===== src/rtl/gray_stream_monitor.sv =====
// Gray stream monitor: decodes the upstream Gray count to binary one cycle late and
// checks that each valid sample advances by exactly one step, with a consistent wrap strobe.
module gray_stream_monitor #(
    parameter int CBITS    = 13,
    parameter int LOCK_LEN = 4,
    parameter int ECW      = 8
) (
    input  logic             clk,
    input  logic             rst,
    input  logic [CBITS-1:0] gray_in,
    input  logic             gray_vld,
    input  logic             wrap_in,
    input  logic             clr,
    output logic [CBITS-1:0] bin_out,
    output logic             bin_vld,
    output logic             locked,
    output logic             step_err,
    output logic             wrap_err,
    output logic             fault,
    output logic [ECW-1:0]   err_cnt,
    output logic [ECW-1:0]   wrap_cnt
);

    typedef enum logic [1:0] {
        IDLE    = 2'd0,
        ACQUIRE = 2'd1,
        LOCKED  = 2'd2,
        FAULT   = 2'd3
    } state_t;

    localparam logic [ECW-1:0] ERR_MAX     = '1;
    localparam logic [3:0]     LOCK_TARGET = 4'(LOCK_LEN);

    state_t           state_q, state_d;
    logic [CBITS-1:0] prev_q, prev_d;
    logic [CBITS-1:0] bin_q;
    logic             bin_vld_q;
    logic [3:0]       run_q, run_d;
    logic             step_err_q, step_err_d;
    logic             wrap_err_q, wrap_err_d;
    logic [ECW-1:0]   err_cnt_q, err_cnt_d;
    logic [ECW-1:0]   wrap_cnt_q, wrap_cnt_d;

    logic [CBITS-1:0] decoded;
    logic [CBITS-1:0] expected;
    logic             rollover;
    logic             step_ok;
    logic             wrap_inc;

    // Each binary bit is the parity of the Gray bits at and above its position.
    always_comb begin
        decoded = '0;
        for (int i = 0; i < CBITS; i++) begin
            decoded[i] = ^(gray_in >> i);
        end
    end

    assign expected = prev_q + CBITS'(1);
    assign rollover = (prev_q == '1) && (decoded == '0);
    assign step_ok  = (decoded == expected);

    always_comb begin
        state_d    = state_q;
        run_d      = run_q;
        prev_d     = prev_q;
        step_err_d = 1'b0;
        wrap_err_d = 1'b0;
        wrap_inc   = 1'b0;
        err_cnt_d  = err_cnt_q;
        wrap_cnt_d = wrap_cnt_q;

        if (gray_vld) begin
            prev_d   = decoded;
            wrap_inc = rollover && (state_q != IDLE);
            case (state_q)
                IDLE: begin
                    run_d   = 4'd0;
                    state_d = ACQUIRE;
                end
                ACQUIRE: begin
                    if (step_ok) begin
                        run_d = run_q + 4'd1;
                        if ((run_q + 4'd1) == LOCK_TARGET) begin
                            state_d = LOCKED;
                        end
                    end else begin
                        run_d = 4'd0;
                    end
                end
                LOCKED: begin
                    if (!step_ok) begin
                        step_err_d = 1'b1;
                        run_d      = 4'd0;
                        state_d    = ACQUIRE;
                    end
                    if (rollover != wrap_in) begin
                        wrap_err_d = 1'b1;
                    end
                end
                default: ;
            endcase
        end

        // A simultaneous step and wrap error is one event for the error counter.
        if (clr) begin
            err_cnt_d  = '0;
            wrap_cnt_d = '0;
            if (state_q == FAULT) begin
                state_d = IDLE;
            end
        end else begin
            if ((step_err_d || wrap_err_d) && (err_cnt_q != ERR_MAX)) begin
                err_cnt_d = err_cnt_q + ECW'(1);
            end
            wrap_cnt_d = wrap_cnt_q + ECW'(wrap_inc);
            if (err_cnt_d == ERR_MAX) begin
                state_d = FAULT;
            end
        end
    end

    always_ff @(posedge clk or posedge rst) begin
        if (rst) begin
            state_q    <= IDLE;
            prev_q     <= '0;
            run_q      <= 4'd0;
            bin_q      <= '0;
            bin_vld_q  <= 1'b0;
            step_err_q <= 1'b0;
            wrap_err_q <= 1'b0;
            err_cnt_q  <= '0;
            wrap_cnt_q <= '0;
        end else begin
            state_q    <= state_d;
            prev_q     <= prev_d;
            run_q      <= run_d;
            bin_vld_q  <= gray_vld;
            step_err_q <= step_err_d;
            wrap_err_q <= wrap_err_d;
            err_cnt_q  <= err_cnt_d;
            wrap_cnt_q <= wrap_cnt_d;
            if (gray_vld) begin
                bin_q <= decoded;
            end
        end
    end

    assign bin_out  = bin_q;
    assign bin_vld  = bin_vld_q;
    assign locked   = (state_q == LOCKED);
    assign fault    = (state_q == FAULT);
    assign step_err = step_err_q;
    assign wrap_err = wrap_err_q;
    assign err_cnt  = err_cnt_q;
    assign wrap_cnt = wrap_cnt_q;

endmodule


===== config.mk =====
export PLATFORM = sky130hd
export DESIGN_NAME = gray_stream_monitor
export DESIGN_NICKNAME = d
export VERILOG_FILES = /design/src/rtl/gray_stream_monitor.sv
export SDC_FILE = /design/constraint.sdc
export NUM_CORES = 1
export LEC_CHECK = 0
export ABC_AREA = 1
export BUFFER_PORTS_ARGS = -buffer_cell sky130_fd_sc_hd__buf_2
export CORE_MARGIN = 5
export CORE_UTILIZATION = 35
export DETAILED_ROUTE_END_ITERATION = 6
export GPL_ROUTABILITY_DRIVEN = 0
export PLACE_DENSITY = 0.51
export SETUP_SLACK_MARGIN = 0.1
export SLEW_MARGIN = 25
export SYNTH_ARGS = -nofsm -noshare
export SYNTH_HDL_FRONTEND = slang
export SYNTH_SLANG_ARGS = --single-unit
export TNS_END_PERCENT = 10

===== constraint.sdc =====
create_clock -name clk -period 7.7 [get_ports clk]
set_input_delay 1.54 -clock clk [delete_from_list [all_inputs] [get_ports clk]]
set_output_delay 1.54 -clock clk [all_outputs]
set_load 0.005 [all_outputs]

==> flow_summary_export.csv <==
group,metric,value,unit
status,run_status,"finished, final reports clean",
global_routing,top_usage_layer,"met2",
power_and_ir_drop,p_per_area,162,nW/um^2
global_routing,met2_usage,0.264,
logic_synthesis,synth_top_area_share,0.308,
logic_synthesis,synth.most_common_cell,"nand2_1",
floorplan,rows,34,
sta,setup_viol,0,
critical_path,cpPeakStageDelay,0.25,ns
sta,timing_hold_violations_final,0,
sta,fin_tns_setup,0,ns
sta,period_needed,3.88,ns
logic_synthesis,syn_inst,495,
clocking,ctsRootBufferMaster,"clkbuf_8",
sta,fin_skew,0.00586,ns
floorplan,ios,52,
logic_synthesis,synth.yosys.seq_area_share,0.308,
logic_synthesis,synth_edf_count,0,
floorplan,placeableCoreArea,8640,um^2
logic_synthesis,postSynthAreaPerCell,6.23,um^2
logic_synthesis,yosysTopAreaCell,"dfrtp_1",
sta,slew_violations,0,
global_routing,grt_overflow,0,
routing,drcViolationCount,0,
clocking,cts_resized,0,
sta,rsz0062_at_grt,"no",
clocking,cts_tree,"yes",
logic_synthesis,synth.top_cells.by_area,"dfrtp_1, nand2_1, nand3_1, inv_1, nor2_1",
sta,period_share,0.504,
clocking,cts.sinks,38,
logic_synthesis,yosys-top-cells-count,"nand2_1, inv_1, nand3_1, nor2_1, dfrtp_1",
logic_synthesis,synth-async-reset-ratio,1.00,
routing,wire_per_inst,12.3,um
placement,port_buffers,51,
logic_synthesis,synth_ff_type,"dfrtp_1",
power_and_ir_drop,intPower,0.354,mW
clocking,cts_buffer_depth,2,
final_layout,n_antenna_cell,0,
logic_synthesis,synthMuxAreaShare,0,
critical_path,crit_path_max_fanout,5,
routing,dr.pass1.iters,4,
logic_synthesis,synth-seq-cells,38,
logic_synthesis,synth_xor_xnor_area_share,0.0312,
global_routing,antenna_found_initial,0,
floorplan,die_w,104,um
routing,viasPerCell,4.78,
floorplan,dieArea,10800,um^2
routing,vias,3148,
floorplan,start_util,0.357,
logic_synthesis,synth_fa_ha_area_frac,0.0203,
global_routing,grt_pass1_wl,14.3,mm
power_and_ir_drop,power_frac_comb,0.347,
logic_synthesis,synth_top_family_by_area,"simple AND/OR/NAND/NOR gates",
global_routing,gr-usage-met3,0.0242,
power_and_ir_drop,pwr-share-seq,0.411,
clocking,post_cts_buffers,0,
power_and_ir_drop,power,0.576,mW
clocking,h-tree-depth,2,
critical_path,crit_arrival,4.05,ns
global_routing,grt_max_degree,39,
power_and_ir_drop,ir_drop,0.0722,mV
logic_synthesis,syn_nets,518,
logic_synthesis,synth_compound_area_frac,0.0755,
clocking,clk_pin_slew_worst_paths,0.07,ns
power_and_ir_drop,p_leak,2.01,nW
final_layout,drive_gt1_frac,0.189,
global_routing,grt_pass1_vias,3042,
critical_path,cpMostUsedCell,"nand2_1",
run,cap_violations,0,
clocking,numCtsBuffers,5,
global_routing,track_usage,0.155,
power_and_ir_drop,swShare,0.385,
sta,worst_pin_slew,0.493,ns
sta,hold_ws,0.458,ns
clocking,clk_latency,0.29,ns
min_path,hp-class,"flip-flop to flip-flop",
final_layout,nNetsFinal,574,
sta,fmax,0.258,GHz
routing,detail-route-antenna-nets,0,
final_layout,area_growth,15.2,%
floorplan,die_y,104,um
critical_path,crit_slowest_cell,"a211oi_1",
logic_synthesis,netlist-cell-type-count,28,
critical_path,cp-start-kind,"primary input",
placement,dp_hpwl,6.52,mm
logic_synthesis,yosys.area_share.simple,0.486,
sta,slew_headroom,0.669,
clocking,hold_buffers,0,
logic_synthesis,synth_warnings,0,
critical_path,endpoint_kind,"flip-flop",
critical_path,cp_cell_sequence,"buf_2 -> inv_1 -> nand2_1 -> nand2_1 -> nand2_1 -> nand2_2 -> nand2_2 -> nand3_1 -> nand2_1 -> nor2_1 -> nand3_1 -> a211oi_1 -> ha_1 -> ha_1 -> nand2_1 -> nor3_1 -> nand2_1 -> o21ai_0 -> a21oi_1",
critical_path,required,7.87,ns
logic_synthesis,netlist_area,3080,um^2
power_and_ir_drop,power.switching,0.222,mW
routing,wl,8.08,mm
global_routing,use_met1,0.208,
power_and_ir_drop,p_clk_frac,0.242,
critical_path,path_class,"primary input to flip-flop",
routing,drtIter0Drc,118,
==> stage by stage <==
stage	utilization	area, um^2	instances	setup slack [ns]
finish	0.411	3550	658	3.82
global route	0.411	3550	658	3.48
CTS	0.411	3550	658	3.80
detailed placement	0.402	3470	652	3.50
global placement	0.402	3470	652	3.55
floorplan	-	3080	495	4.08
==> logic make-up after synthesis <==
group                    after synthesis
adder cells (fa/ha/maj)                5
AO/OA/AOI/OAI                         40
XOR/XNOR                              11
AND/OR/NAND/NOR                      336
flip-flops                            38
buffers and inverters                 65
==> placed cells by master (no fill, tap or decap), drive strengths merged <==
master,instances
nor3,5
nand3b,7
ha,5
inv,61
nand4,3
a21boi,1
nand2,221
o31ai,1
a211oi,1
o211ai,2
xor2,7
nand3,55
buf,52
a31oi,4
clkbuf,6
dfrtp,38
xnor2,4
o221ai,1
nor2,45
clkinv,1
o21ai,21
a21oi,9
==> area by class of cell <==
type	count	area [um^2]
fill	969	5080
multi-input combinational	392	1890
sequential	38	951
timing repair buffer	52	263
inverter	62	233
tap	108	135
clock buffer	6	82.6
==> power by group through the flow <==
stage	Sequential, mW	Combinational, mW	Clock, mW
final	0.237	0.200	0.139
after global placement	0.241	0.201	0
after detailed placement	0.240	0.202	0
after floorplan	0.236	0.143	0
after global routing	0.240	0.232	0.152
after CTS	0.237	0.203	0.145
==> state kept, by name, summed over array words and instances, names as in the netlist <==
name,cells
run_q,4
bin_vld,1
wrap_cnt,8
bin_out,13
wrap_err,1
step_err,1
state_q,2
err_cnt,8
==> worst paths after layout <==
path | slack (ns) | cells past startpoint | to | startpoint
worst max-delay path | 3.82 | 19 | wrap_cnt[6] | gray_in[11]
worst min-delay path | 0.46 | 1 | wrap_cnt[7] | wrap_cnt[7]
worst max register to register | 4.61 | 17 | wrap_cnt[6] | bin_out[0]
worst min register to register | 0.46 | 1 | wrap_cnt[7] | wrap_cnt[7]
max in group asynchronous | 6.00 | 3 | bin_out[3] | rst
min in group asynchronous | 1.36 | 3 | wrap_cnt[6] | rst
==> routing by layer <==
| metal | vias up | share of wire |
|---|---|---|
| met3 | 5 | 0.046 |
| met5 | - | 0 |
| met2 | 62 | 0.47 |
| li1 | 1679 | - |
| met1 | 1402 | 0.48 |
| met4 | 0 | 0.0092 |
==> worst max-delay path, delay by kind of cell <==
family / cells / cell delay [ns]
AND/OR/NAND/NOR: 12 / 1.41
AO/OA/AOI/OAI: 3 / 0.45
adder cells (fa/ha/maj): 2 / 0.43
buffers and inverters: 2 / 0.22
(Power assumes the default switching activity.)
